<file path="src/rtl/banner_pkg.sv">
// banner_pkg: shared constants for the scrolling banner.
//   Glyph codes, scroll-mode encodings and the active-low seven-segment
//   patterns ({dp,g,f,e,d,c,b,a}, dp always off).
package banner_pkg;

  localparam logic [3:0] GLYPH_BLANK = 4'hA;
  localparam logic [3:0] GLYPH_DASH  = 4'hB;

  localparam logic MODE_WRAP   = 1'b0;
  localparam logic MODE_BOUNCE = 1'b1;

  localparam logic [7:0] SSEG_0     = 8'hC0;
  localparam logic [7:0] SSEG_1     = 8'hF9;
  localparam logic [7:0] SSEG_2     = 8'hA4;
  localparam logic [7:0] SSEG_3     = 8'hB0;
  localparam logic [7:0] SSEG_4     = 8'h99;
  localparam logic [7:0] SSEG_5     = 8'h92;
  localparam logic [7:0] SSEG_6     = 8'h82;
  localparam logic [7:0] SSEG_7     = 8'hF8;
  localparam logic [7:0] SSEG_8     = 8'h80;
  localparam logic [7:0] SSEG_9     = 8'h90;
  localparam logic [7:0] SSEG_BLANK = 8'hFF;
  localparam logic [7:0] SSEG_DASH  = 8'hBF;

endpackage

</file>
<file path="src/rtl/banner_scroller_if.sv">
// banner_scroller_if: message write port of the banner.
//   wr_en   - write strobe
//   wr_addr - message index (out-of-range indices are ignored by the slave)
//   wr_data - 4-bit glyph code
// master drives the write, slave (the banner) receives it.
interface banner_scroller_if #(
  parameter int MSG_LEN = 10
) ();
  localparam int AW = (MSG_LEN > 1) ? $clog2(MSG_LEN) : 1;

  logic          wr_en;
  logic [AW-1:0] wr_addr;
  logic [3:0]    wr_data;

  modport master (output wr_en, output wr_addr, output wr_data);
  modport slave  (input  wr_en, input  wr_addr, input  wr_data);
endinterface

</file>
<file path="src/rtl/banner_glyph_decoder.sv">
// banner_glyph_decoder: combinational glyph code -> seven-segment pattern.
//   glyph - 4-bit code (0-9 digits, B dash, A/C-F blank)
//   sseg  - active-low {dp,g..a}, dp always off
module banner_glyph_decoder
  import banner_pkg::*;
(
  input  logic [3:0] glyph,
  output logic [7:0] sseg
);

  always_comb begin
    sseg = SSEG_BLANK;
    case (glyph)
      4'h0:       sseg = SSEG_0;
      4'h1:       sseg = SSEG_1;
      4'h2:       sseg = SSEG_2;
      4'h3:       sseg = SSEG_3;
      4'h4:       sseg = SSEG_4;
      4'h5:       sseg = SSEG_5;
      4'h6:       sseg = SSEG_6;
      4'h7:       sseg = SSEG_7;
      4'h8:       sseg = SSEG_8;
      4'h9:       sseg = SSEG_9;
      GLYPH_DASH: sseg = SSEG_DASH;
      default:    sseg = SSEG_BLANK;
    endcase
  end

endmodule

</file>
<file path="src/rtl/banner_scroller.sv">
// banner_scroller: scrolling message banner on a multiplexed 7-seg display.
//   clk, reset      - clock, synchronous active-high reset
//   enable          - 1 advances the scroll prescaler, 0 freezes the window
//   dir             - wrap mode direction (0 increment, 1 decrement)
//   mode            - MODE_WRAP / MODE_BOUNCE
//   wr              - message write port (slave modport)
//   an              - active-low one-hot anode enables (bit k = digit k)
//   sseg            - active-low segments {dp,g..a}
// Digit k shows mem[(offset+k) mod MSG_LEN]; an and sseg are registered
// together from the current digit index so they never disagree.
module banner_scroller
  import banner_pkg::*;
#(
  parameter int NUM_DIGITS  = 4,
  parameter int MSG_LEN     = 10,
  parameter int SCROLL_DIV  = 50_000_000,
  parameter int REFRESH_DIV = 100_000
) (
  input  logic                  clk,
  input  logic                  reset,
  input  logic                  enable,
  input  logic                  dir,
  input  logic                  mode,
  banner_scroller_if.slave      wr,
  output logic [NUM_DIGITS-1:0] an,
  output logic [7:0]            sseg
);

  localparam int AW = (MSG_LEN > 1)     ? $clog2(MSG_LEN)     : 1;
  localparam int DW = (NUM_DIGITS > 1)  ? $clog2(NUM_DIGITS)  : 1;
  localparam int SW = (SCROLL_DIV > 1)  ? $clog2(SCROLL_DIV)  : 1;
  localparam int RW = (REFRESH_DIV > 1) ? $clog2(REFRESH_DIV) : 1;

  localparam logic [AW:0]   MSG_LEN_W    = (AW+1)'(MSG_LEN);
  localparam logic [AW-1:0] OFF_LAST     = AW'(MSG_LEN - 1);
  localparam logic [AW-1:0] MAXOFF       = AW'(MSG_LEN - NUM_DIGITS);
  localparam logic [DW-1:0] DIGIT_LAST   = DW'(NUM_DIGITS - 1);
  localparam logic [SW-1:0] SCROLL_LAST  = SW'(SCROLL_DIV - 1);
  localparam logic [RW-1:0] REFRESH_LAST = RW'(REFRESH_DIV - 1);

  logic [3:0]            mem_q [MSG_LEN];
  logic [3:0]            mem_d [MSG_LEN];
  logic [AW-1:0]         offset_q, offset_d;
  logic                  bounce_dir_q, bounce_dir_d;
  logic [SW-1:0]         scroll_cnt_q, scroll_cnt_d;
  logic [RW-1:0]         refresh_cnt_q, refresh_cnt_d;
  logic [DW-1:0]         digit_q, digit_d;
  logic [NUM_DIGITS-1:0] an_q, an_d;
  logic [7:0]            sseg_q, sseg_d;

  logic                  step;
  logic                  bounce_up;
  logic [AW-1:0]         bounce_nxt;
  logic [AW:0]           win_sum;
  logic [AW-1:0]         win_idx;

  always_comb begin
    mem_d = mem_q;
    if (wr.wr_en && ({1'b0, wr.wr_addr} < MSG_LEN_W)) begin
      mem_d[wr.wr_addr] = wr.wr_data;
    end
  end

  always_comb begin
    step         = 1'b0;
    scroll_cnt_d = scroll_cnt_q;
    if (enable) begin
      step         = (scroll_cnt_q == SCROLL_LAST);
      scroll_cnt_d = step ? '0 : scroll_cnt_q + 1'b1;
    end
  end

  // Bounce direction is chosen from position first, so a window left sitting
  // on an endpoint by wrap mode still moves inward instead of overshooting.
  always_comb begin
    offset_d     = offset_q;
    bounce_dir_d = bounce_dir_q;
    bounce_up    = (offset_q == '0) ? 1'b1 :
                   (offset_q == MAXOFF) ? 1'b0 : !bounce_dir_q;
    bounce_nxt   = bounce_up ? offset_q + 1'b1 : offset_q - 1'b1;
    if (step) begin
      if (mode == MODE_WRAP) begin
        if (!dir) offset_d = (offset_q == OFF_LAST) ? '0 : offset_q + 1'b1;
        else      offset_d = (offset_q == '0) ? OFF_LAST : offset_q - 1'b1;
      end else if (MSG_LEN == NUM_DIGITS) begin
        offset_d = '0;
      end else if (offset_q > MAXOFF) begin
        offset_d     = MAXOFF;
        bounce_dir_d = 1'b1;
      end else begin
        offset_d     = bounce_nxt;
        bounce_dir_d = bounce_up ? (bounce_nxt == MAXOFF) : (bounce_nxt != '0);
      end
    end
  end

  always_comb begin
    refresh_cnt_d = refresh_cnt_q + 1'b1;
    digit_d       = digit_q;
    if (refresh_cnt_q == REFRESH_LAST) begin
      refresh_cnt_d = '0;
      digit_d       = (digit_q == DIGIT_LAST) ? '0 : digit_q + 1'b1;
    end
  end

  // offset < MSG_LEN and digit < NUM_DIGITS <= MSG_LEN, so a single
  // conditional subtraction gives the modulo.
  always_comb begin
    win_sum = {1'b0, offset_q} + (AW+1)'(digit_q);
    if (win_sum >= MSG_LEN_W) win_sum = win_sum - MSG_LEN_W;
    win_idx = win_sum[AW-1:0];
    an_d    = ~(NUM_DIGITS'(1) << digit_q);
  end

  banner_glyph_decoder u_decoder (
    .glyph (mem_q[win_idx]),
    .sseg  (sseg_d)
  );

  always_ff @(posedge clk) begin
    if (reset) begin
      for (int unsigned i = 0; i < MSG_LEN; i++) mem_q[i] <= GLYPH_BLANK;
      offset_q      <= '0;
      bounce_dir_q  <= 1'b0;
      scroll_cnt_q  <= '0;
      refresh_cnt_q <= '0;
      digit_q       <= '0;
      an_q          <= ~NUM_DIGITS'(1);
      sseg_q        <= SSEG_BLANK;
    end else begin
      mem_q         <= mem_d;
      offset_q      <= offset_d;
      bounce_dir_q  <= bounce_dir_d;
      scroll_cnt_q  <= scroll_cnt_d;
      refresh_cnt_q <= refresh_cnt_d;
      digit_q       <= digit_d;
      an_q          <= an_d;
      sseg_q        <= sseg_d;
    end
  end

  assign an   = an_q;
  assign sseg = sseg_q;

endmodule

</file>
<file path="src/flat_wrapper.sv">
// flat-port wrapper written by rule: the top's interface ports become plain ports
module banner_scroller_flat import banner_pkg::*;
#(
  parameter int NUM_DIGITS  = 4,
  parameter int MSG_LEN     = 10,
  parameter int SCROLL_DIV  = 50_000_000,
  parameter int REFRESH_DIV = 100_000
)
  (clk, reset, enable, dir, mode, an, sseg, wr_wr_en, wr_wr_addr, wr_wr_data);
  banner_scroller_if #(.MSG_LEN(MSG_LEN)) wr_i ();
  input  logic clk;
  input  logic reset;
  input  logic enable;
  input  logic dir;
  input  logic mode;
  output logic [NUM_DIGITS-1:0] an;
  output logic [7:0] sseg;
  input wire logic [$bits(wr_i.wr_en)-1:0] wr_wr_en;
  input wire logic [$bits(wr_i.wr_addr)-1:0] wr_wr_addr;
  input wire logic [$bits(wr_i.wr_data)-1:0] wr_wr_data;
  assign wr_i.wr_en = wr_wr_en;
  assign wr_i.wr_addr = wr_wr_addr;
  assign wr_i.wr_data = wr_wr_data;
  banner_scroller #(.NUM_DIGITS(NUM_DIGITS), .MSG_LEN(MSG_LEN), .SCROLL_DIV(SCROLL_DIV), .REFRESH_DIV(REFRESH_DIV)) u_core (.clk(clk), .reset(reset), .enable(enable), .dir(dir), .mode(mode), .wr(wr_i), .an(an), .sseg(sseg));
endmodule
</file>
<file path="config.mk">
export PLATFORM = sky130hd
export DESIGN_NAME = banner_scroller_flat
export DESIGN_NICKNAME = d
export VERILOG_FILES = /design/src/rtl/banner_pkg.sv /design/src/rtl/banner_scroller_if.sv /design/src/rtl/banner_glyph_decoder.sv /design/src/rtl/banner_scroller.sv /design/src/flat_wrapper.sv
export SDC_FILE = /design/constraint.sdc
export NUM_CORES = 1
export LEC_CHECK = 0
export CELL_PAD_IN_SITES_DETAIL_PLACEMENT = 0
export CELL_PAD_IN_SITES_GLOBAL_PLACEMENT = 1
export CORE_AREA = 2 2 155 157
export DETAILED_ROUTE_END_ITERATION = 10
export DIE_AREA = 0 0 157 159
export PLACE_DENSITY_LB_ADDON = 0.1
export SLEW_MARGIN = 20
export SYNTH_ARGS = -nofsm -noshare
export SYNTH_HDL_FRONTEND = slang
export SYNTH_HIERARCHICAL = 1
export SYNTH_SLANG_ARGS = --single-unit
</file>
<file path="constraint.sdc">
create_clock -name clk -period 5.2 [get_ports clk]
set_clock_uncertainty 0.05 [all_clocks]
set_input_delay 0.52 -clock clk [delete_from_list [all_inputs] [get_ports clk]]
set_output_delay 0.52 -clock clk [all_outputs]
set_load 0.02 [all_outputs]
</file>
# Word level (Yosys, flattened, before mapping)
# Memory sizes are Yosys's and may differ from the RTL's. A register that Yosys moved wholly into a read port is not among the register bits.
# Index checks and enable logic that the tools add are counted.
word_totals:
  ff_bits: 102
  rom_bits: 112
  input_bits: 14
  out_inout_bits: 12
  word_cells: 68
  n_memories: 1
classes:
  n_addsub: 7
  magnitude_cmp: 6
  eq_ne: 6
  shift: 1
  n_mux: 20
  bitwise: 3
  n_reduce_logical: 7
mem_list:
  columns: ["memory", "words", "word_bits", "read_ports", "rd_ports_with_merged_regs", "wr", "line", "source"]
  rows:
  - ["(no name shown)", 16, 7, 1, 1, 0, "banner_glyph_decoder.sv:13", "case (glyph)"]
op_table:
  columns: ["op", "n"]
  rows:
  - ["bitwise mux 40 bit", 1]
  - ["2-to-1 mux 4 bit", 10]
  - ["adder 26 x 1 -> 26 bit (second input constant)", 1]
  - ["== test 26 bit (second input constant)", 1]
  - ["2-to-1 mux 26 bit", 1]
  - ["adder 17 x 1 -> 17 bit (second input constant)", 1]
  - ["== test 17 bit (second input constant)", 1]
  - ["binary-select mux 4 bit (select 4 bit)", 1]
  - ["demux 4 bit (select 4 bit)", 1]
  - ["greater-or-equal comparator 5 bit (second input constant)", 2]
  - ["NOT 4 -> 5 bit", 2]
  - ["== test 4 x 3 -> 1 bit (second input constant)", 2]
  - ["adder 4 x 2 -> 5 bit", 1]
  - ["greater-or-equal comparator 5 x 4 -> 1 bit (second input constant)", 1]
  - ["less-than comparator 5 x 1 -> 1 bit (second input constant)", 1]
  - ["2-to-1 mux 1 bit", 5]
  - ["adder 4 x 1 -> 4 bit (second input constant)", 1]
  - ["== test 4 bit (second input constant)", 1]
  - ["greater-than comparator 4 x 3 -> 1 bit (second input constant)", 1]
  - ["logical NOT 4 bit", 1]
  - ["less-than comparator 4 bit (second input constant)", 1]
  - ["NOT 4 bit", 1]
  - ["nonzero test 4 bit", 1]
  - ["<< shifter 1 x 2 -> 4 bit (first input constant)", 1]
  - ["other kinds (9)", 10]

# Depth between registers and ports, before layout
# Gate-level depths: netlist of run 1.
depth:
  depth_word: 7
  depth_mapped: 19
  depth_no_buf: 17

# Cells and area by module
# The synthesis of run 1 kept the hierarchy.
modules_own_cells:
  columns: ["module", "n_inst", "cells_each", "area_each_um2", "seq_area_each_um2"]
  rows:
  - ["banner_scroller", 1, 567, 5046.1, 2042.0]
  - ["banner_glyph_decoder", 1, 35, 230.2, 0.0]

# Least setup slack after synthesis of run 1
# No wires, ideal clock.
synth_path:
  path_kind: "register to register"
  start: "reg u_core.digit_q[0]"
  end: "reg u_core.sseg_q[0] (netlist: u_core/sseg[0])"
  setup_ns: 0.123
  arrival_time_ns: 4.049
  t_required_ns: 5.027
  slack_ns: 0.977
  path_stages_with_launch: 19
  n_path_buf: 2
  synth_period_minus_slack_ns: 4.223
  path_cell_list: "dfxtp_1 -> ha_1 -> fa_1 -> clkbuf_1 -> xnor2_1 -> ha_1 -> nand2b_4 -> o22a_1 -> o221ai_2 -> a31oi_4 -> buf_6 -> mux2_4 -> a222oi_1 -> nand2_1 -> ha_1 -> or2_1 -> a21oi_2 -> nor2_1 -> or2_2"
synth_via:
  elab_chain_len: 7
  elab_cells_between_ends: 8
  classes_between: "2 x add/sub; 1 x order compare; 4 x mux; 1 x bitwise"
synth_rtl:
  columns: ["item", "line", "source"]
  rows:
  - ["start, declared", "banner_scroller.sv:47", "logic [DW-1:0] digit_q, digit_d;"]
  - ["start signal, assigned", "banner_scroller.sv:136", "digit_q <= digit_d;"]
  - ["adder 4 x 2 -> 5 bit *", "banner_scroller.sv:109", "win_sum = {1'b0, offset_q} + (AW+1)'(digit_q);"]
  - ["subtractor 4 bit or greater-or-equal comparator 5 x 4 -> 1 bit (tied branches)", "banner_scroller.sv:110", "if (win_sum >= MSG_LEN_W) win_sum = win_sum - MSG_LEN_W;"]
  - ["2-to-1 mux 4 bit *", "banner_scroller.sv:110", null]
  - ["NOT 4 -> 5 bit (implied by the code) *", "banner_scroller.sv:116", ".glyph (mem_q[win_idx]),"]
  - ["binary-select mux 4 bit (select 4 bit) *", "banner_scroller.sv:116", null]
  - ["2-to-1 mux 4 bit (implied by the code) * (2 in series)", "banner_scroller.sv:116", null]
  - ["end, declared", "banner_scroller.sv:49", "logic [7:0] sseg_q, sseg_d;"]
# Every way passes the cells marked *; elsewhere a longest branch is shown, timed or not. The select of a mux whose other input is x is not followed.
# A chain may end at the register's enable or synchronous reset.

# Final worst setup path of run 1
layout_path:
  start: "reg u_core.offset_q[0]"
  end: "reg u_core.sseg_q[3] (netlist: u_core/sseg[3])"
layout_via:
  elab_chain_len: 7
  elab_cells_between_ends: 8
  classes_between: "2 x add/sub; 1 x order compare; 4 x mux; 1 x bitwise"
layout_rtl:
  columns: ["item", "line", "source"]
  rows:
  - ["start, declared", "banner_scroller.sv:43", "logic [AW-1:0] offset_q, offset_d;"]
  - ["start signal, assigned", "banner_scroller.sv:132", "offset_q <= offset_d;"]
  - ["adder 4 x 2 -> 5 bit *", "banner_scroller.sv:109", null]
  - ["subtractor 4 bit or greater-or-equal comparator 5 x 4 -> 1 bit (tied branches)", "banner_scroller.sv:110", null]
  - ["2-to-1 mux 4 bit *", "banner_scroller.sv:110", null]
  - ["NOT 4 -> 5 bit (implied by the code) *", "banner_scroller.sv:116", null]
  - ["binary-select mux 4 bit (select 4 bit) *", "banner_scroller.sv:116", null]
  - ["2-to-1 mux 4 bit (implied by the code) * (2 in series)", "banner_scroller.sv:116", null]
# Marked as above.

==> out/qor.txt, run 1 <==
Status -> finished, final reports clean
CP arrival -> 4.96 ns
Initial Util -> 22.75%
Worst-path clk slew -> 0.08 ns
Leakage -> 2.253 nW
Critical-path top delay cell -> fa_1
Endpoints failing setup -> 0
Cell Area, Synth -> 5276 um2
Ys Warns -> 6
Most frequent cells in the layout -> 102 x dfxtp_1, 101 x nor2_1, 46 x nand2_1
Setup TNS -> 0 ns
Required @ worst endpoint -> 5.38 ns
Rows -> 56
Worst setup margin -> 0.4244 ns
Synth Area in Compound Gates -> 10.93%
Resize count post-CTS -> 0
Fillers -> 2,484
Dpl hpwl -> 9035 um
Setup Crit Path Kind -> flip-flop to flip-flop
Gr usage total -> 10.86%
Ant. Diodes -> 0
CP startpoint kind -> flip-flop
TritonCTS clock tree -> done
Final Hold Viols -> 0
Fin. max-slew vios -> 0
Multi-input gate area -> 3052 um2
Drt wl/cell -> 13.87 um
Die span in x -> 157 um
Slew @ Worst Pin -> 0.8708 ns
Nets@finish -> 656
Slowest stage delay, CP -> 0.63 ns
Hold WC Path Type -> flip-flop to flip-flop
Commonest non-fill, non-tap cell in the layout -> dfxtp_1
Pre-CTS WS -> 0.3022 ns
Fraction of registers with async set/reset -> 0%
DRC viols -> 0
Drt first pass iters -> 4
Die Y -> 159 um
Post-Syn Area per Cell -> 8.765 um2
Cell mode on critical path -> ha_1
Unrepaired setup endpoints after global routing -> no
Max-Cap Viols -> 0
Die ar. -> 24,960 um2
FF+latch count, synth -> 102
Largest net degree at the start of global routing -> 53
Post-route ant nets -> 0
Max rail drop VDD -> 0.0001285 V
Grt total ovfl -> 0
Routed WL -> 13,110 um
Post-synth top flop -> dfxtp_1
CTS Buf Count -> 9
Max Fanout on Critical Path -> 11
Clk root buf -> clkbuf_16
Fmax achieved -> 209.4 MHz
GPL Wtd Cong -> 0.7692
H-tree Lvls -> 3
Post-synth EDFFs -> 0
Register area share after synthesis -> 38.70%
Layout area overhead -> 16.86%
Final Cycle Share -> 91.84%
Syn_nets -> 637
Adder-cell area share of the yosys netlist -> 5.122%
Unique masters post-synth -> 64
First DRT Iteration DRCs -> 281
Largest family of logic cells by synthesized area -> simple AND/OR/NAND/NOR gates
CTS max path bufs -> 2
Register area -> 2042 um2
Post-synthesis mux area share -> 10.93%
Vias per cell -> 4.406
Share of layout cells above drive strength 1 -> 10.54%
Crit-path cells -> ha_1, fa_1, inv_2, ha_1, nand2b_4, o22a_1, o221ai_2, a31oi_2, a2111oi_2, a22oi_1, nand2_1, inv_1, ha_1, or2_1, a21oi_2, a21oi_1, or2_2
Crit end category -> flip-flop
Top-level I/O count -> 26
Core Box Area -> 23,190 um2
Vias -> 4,164
Clk_lat worst skew -> 0.35 ns
Slew HR -> 41.50%
I/O Buffers -> 25
Minimum clock period after layout -> 4.776 ns
Synth Instances -> 602
First-pass GRT wire length -> 21,680 um
Power per Cell Area -> 251.4 nW/um2
Synth Area in Simple Gates -> 23.57%
Clk sinks -> 102
Vias in the first global route -> 4,146
Final Hold Slack -> 0.4098 ns
Reg2Reg Setup Slack -> 0.42 ns
Antenna violations before repair -> 0
XOR/XNOR Fraction of Synth Area -> 6.972%
layout make-up:
class                           count  share of cell area [%]
Clock buffer                        9                   3.653
Inverter                           16                  0.9740
Clock inverter                      7                   1.096
Multi-Input combinational cell    457                   49.49
Tap cell                          319                   6.473
Sequential cell                   102                   33.12
Timing Repair Buffer               35                   5.195
flip-flops by register name (all words and copies together), names as in the netlist:
name and flops:
u_core/mem_q 40, u_core/scroll_cnt_q 26, u_core/refresh_cnt_q 17, u_core/sseg 8, u_core/an 4, u_core/offset_q 4
u_core/digit_q 2, u_core/bounce_dir_q 1
critical path: cells and delay by family (launching register included):
kind,cells,cell delay (ns)
AOI/OAI and AO/OA,7,1.61
adders and majority gates,4,1.41
buffers and inverters,2,0.25
DFF,1,0.42
and+or+nand+nor,4,0.90
cells in the mapped netlist, types with 8 or more instances:
cell / number / share of area (%)
clkbuf_1: 17 / 1.2
mux2_2: 12 / 2.6
nand3_1: 31 / 2.9
or2_2: 8 / 0.95
a211o_1: 9 / 1.5
xor2_1: 29 / 4.8
nand4_1: 10 / 1.2
inv_1: 14 / 1.0
xnor2_1: 13 / 2.2
and3_1: 9 / 1.1
dfxtp_1: 102 / 39
nand2b_1: 9 / 1.1
nor2_1: 101 / 7.2
a21oi_1: 23 / 2.2
mux2i_1: 34 / 6.5
ha_1: 20 / 4.7
nand2_1: 46 / 3.3
o21ai_0: 12 / 1.1
power by group:
group / internal, mW / switching [mW] / leakage, nW
sequential: 0.790 / 0.00718 / 0.825
clock: 0.337 / 0.339 / 0.139
combinational: 0.0310 / 0.0457 / 1.29
logic make-up (layout without fill, tap and decap cells):
family                   count (synthesis)  after routing
flip-flops                             102            102
XOR/XNOR                                42             42
AO/OA/AOI/OAI                           82             83
AND/OR/NAND/NOR                        256            256
buffers and inverters                   44             67
other                                    1              1
multiplexers                            54             54
adder cells (fa/ha/maj)                 21             21
path summary, 6_finish.rpt:
| check | startpoint | cells after the start | to |
|---|---|---|---|
| worst max-delay path | u_core/offset_q[0] | 17 | u_core/sseg[3] |
| worst min-delay path | u_core/mem_q[3] | 1 | u_core/mem_q[3] |
| worst max register to register | u_core/offset_q[0] | 17 | u_core/sseg[3] |
| worst min register to register | u_core/mem_q[3] | 1 | u_core/mem_q[3] |
routing by layer:
layer	routed length, um	vias to the layer above	share of wire, %	global-route usage, %
met1	6379	1986	49	14.02
li1	-	2125	-	-
met3	349	11	2.7	2.422
met4	172	0	1.3	3.378
met5	0	-	0	0
met2	6209	42	47	17.94
timing repair:
action | in CTS | in global routing
hold buffers | 0 | 0
endpoints found under the setup margin | 0 | 6
setup buffers | 0 | 4
through the flow:
step | std cells | area [um2] | power [mW] | utilization, %
floorplan | 602 | 5276 | 0.8620 | -
global placement | 924 | 5831 | 0.8948 | 25.14
detailed placement | 924 | 5831 | 0.8946 | 25.14
CTS | 940 | 6123 | 1.588 | 26.40
global route | 945 | 6166 | 1.627 | 26.59
finish | 945 | 6166 | 1.550 | 26.59
Power figures use the tool's default switching activity.
==> inputs of run 2 (changes only) <==
--- a/config.mk
+++ b/config.mk
@@ -10,9 +10,12 @@
 export CORE_AREA = 2 2 155 157
 export DETAILED_ROUTE_END_ITERATION = 10
 export DIE_AREA = 0 0 157 159
+export GPL_ROUTABILITY_DRIVEN = 0
 export PLACE_DENSITY_LB_ADDON = 0.1
+export REMOVE_ABC_BUFFERS = 1
 export SLEW_MARGIN = 20
 export SYNTH_ARGS = -nofsm -noshare
 export SYNTH_HDL_FRONTEND = slang
 export SYNTH_HIERARCHICAL = 1
 export SYNTH_SLANG_ARGS = --single-unit
+export TNS_END_PERCENT = 20
==> run 2 against run 1 <==
Net effect: routed wire length decreased by 2.4%; via count decreased by 2.5%; flip-flop and latch count unchanged; worst setup slack got worse by 0.040 ns; count of clock-buffer cells in the layout increased by 1; critical path depth unchanged; power decreased by 1.5%; utilization decreased by 0.23 points; first-iteration DRC count decreased by 52%; register-to-register slack got worse by 0.04 ns; clock power decreased by 3.3%; design area decreased by 0.85%; largest cell class unchanged.
==> out/qor.txt, run 2 (synthesis gave the netlist of run 1 again) <==
Die span in x -> 157 um (unchanged)
Max Fanout on Critical Path -> 13 (+2)
Resize count post-CTS -> 0 (unchanged)
Setup Crit Path Kind -> flip-flop to flip-flop
Unrepaired setup endpoints after global routing -> no
Tot Pwr -> 1.528 mW (-1.5%)
Endpoints failing setup -> 0 (unchanged)
Dpl hpwl -> 9097 um (+0.69%)
CP startpoint kind -> flip-flop
Routed WL -> 12,800 um (-2.4%)
Die ar. -> 24,960 um2 (unchanged)
Slew HR -> 37.06% (-4.4 points)
Number of flip-flops in the largest register -> 40 (unchanged)
Comb power frac -> 5.0% (about the same)
Power per Cell Area -> 249.9 nW/um2 (-0.61%)
Fin. max-slew vios -> 0 (unchanged)
Fmax achieved -> 207.7 MHz (-0.82%)
I/O Buffers -> 25 (unchanged)
Max-Cap Viols -> 0 (unchanged)
Required @ worst endpoint -> 5.40 ns (+0.02 ns)
Post-route ant nets -> 0 (unchanged)
Worst-path clk slew -> 0.08 ns (about the same)
Leakage -> 2.231 nW (-0.97%)
Largest regs -> u_core/mem_q (40), u_core/scroll_cnt_q (26), u_core/refresh_cnt_q (17)
Clk sinks -> 102 (unchanged)
Gr usage total -> 11.06% (+0.21 points)
First DRT Iteration DRCs -> 135 (-52%)
Vias -> 4,061 (-2.5%)
Clk_lat worst skew -> 0.35 ns (about the same)
TritonCTS clock tree -> done
Share of layout cells above drive strength 1 -> 9.807% (-0.74 points)
Status -> finished, final reports clean
Top-level I/O count -> 26 (unchanged)
Commonest non-fill, non-tap cell in the layout -> dfxtp_1
Antenna violations before repair -> 0 (unchanged)
Drt wl/cell -> 13.60 um (-2.0%)
DRC viols -> 0 (unchanged)
Most frequent cells in the layout -> 102 x dfxtp_1, 101 x nor2_1, 46 x nand2_1
Psw -> 0.3760 mW (-4.0%)
Post-route insts no fill -> 941 (-0.42%)
Drt first pass iters -> 5 (+1)
Cell internal pwr -> 1.152 mW (-0.59%)
Grt total ovfl -> 0 (unchanged)
Reg with most FFs -> u_core/mem_q
Crit end category -> flip-flop
First-pass GRT wire length -> 22,000 um (+1.5%)
CTS max path bufs -> 2 (unchanged)
Slew @ Worst Pin -> 0.9369 ns (+0.06605 ns)
Max rail drop VDD -> 0.0001350 V (+5.0%)
Initial Util -> 22.75% (unchanged)
Met3 Usage GRT -> 2.286% (-0.14 points)
Nets@finish -> 652 (-0.61%)
Global-route met1 utilization -> 14.63% (+0.61 points)
CP arrival -> 5.01 ns (+0.05 ns)
Ant. Diodes -> 0 (unchanged)
Rows -> 56 (unchanged)
H-tree Lvls -> 3 (unchanged)
Vias per cell -> 4.316 (-2.1%)
Hold WC Path Type -> flip-flop to flip-flop
Clock Power Share -> 42.8% (-0.8 points)
Cts hold-fix bufs -> 0 (unchanged)
Placed cells -> 925 (+0.11%)
Layout area overhead -> 15.86%
Final Hold Viols -> 0 (unchanged)
Clk root buf -> clkbuf_16
CTS Buf Count -> 9 (unchanged)
Setup TNS -> 0 ns (unchanged)
Sequential Power Share -> 52.2% (+0.8 points)
Final Cycle Share -> 92.60% (+0.76 points)
GR peak layer -> met2
Sw Share -> 24.61% (-0.66 points)
Minimum clock period after layout -> 4.815 ns (+0.03966 ns)
Core Box Area -> 23,190 um2 (unchanged)
GRT met2 Usage -> 17.90% (-0.040 points)
Setup repair bufs after CTS -> 0 (unchanged)
Die Y -> 159 um (unchanged)
Vias in the first global route -> 4,211 (+1.6%)
Fillers -> 2,487 (+0.12%)
Largest net degree at the start of global routing -> 53 (unchanged)
## run 2: path summary, 6_finish.rpt
path	end	slack, ns	depth (start not counted)	startpoint
worst min register to register	u_core/mem_q[3]	0.42	1	u_core/mem_q[3]
worst max-delay path	u_core/sseg[0]	0.38	17	u_core/offset_q[0]
worst min-delay path	u_core/mem_q[3]	0.42	1	u_core/mem_q[3]
worst max register to register	u_core/sseg[0]	0.38	17	u_core/offset_q[0]
## run 2: area by class of cell
| class | instances | area [um2] | share of cell area (%) |
|---|---|---|---|
| flip-flops and latches | 102 | 2042 | 33.40 |
| well taps | 319 | 399.1 | 6.529 |
| inverters | 16 | 60.06 | 0.9824 |
| clock inverters | 6 | 46.29 | 0.7573 |
| repair buffers | 32 | 297.8 | 4.871 |
| multi-input cells | 456 | 3039 | 49.71 |
| clock buffers | 10 | 229.0 | 3.745 |
## run 2: per-stage QoR
step	setup WS, ns	hold WS, ns	cell area [um2]	utilization [%]
6_report	0.3848	0.4197	6113	26.36
5_1_grt	0.01342	0.4455	6113	26.36
4_1_cts	0.3375	0.4199	6113	26.36
3_5_place_dp	0.3661	0.4020	5838	25.17
3_3_place_gp	0.4115	0.3915	5838	25.17
2_1_floorplan	0.8371	0.3778	5141	-
## run 2: power groups by stage
stage | clock network, mW | registers [mW] | logic, mW
after floorplan | 0 | 0.816 | 0.0356
after global placement | 0 | 0.816 | 0.0777
after detailed placement | 0 | 0.816 | 0.0781
after CTS | 0.690 | 0.797 | 0.0783
after global routing | 0.717 | 0.799 | 0.0860
final | 0.654 | 0.797 | 0.0766
## run 2: critical path: stages, from the launching register on
cell and delay (ns):
dfxtp_1 0.54, ha_1 0.25, fa_1 0.52, inv_2 0.17, ha_1 0.32, nand2b_4 0.19, o22a_1 0.14, o221ai_2 0.11
a31oi_4 0.47, buf_4 0.25, mux2_4 0.30, a222oi_1 0.28, nand2_1 0.20, ha_1 0.23, or2_1 0.22, a21oi_2 0.15
nor2_1 0.06, or2_2 0.26
## run 2: per-layer routing
metal / vias to the layer above / part of all wire [%]
met5: - / 0
met1: 1891 / 50
met2: 46 / 46
met3: 13 / 2.5
met4: 0 / 1.5
li1: 2111 / -
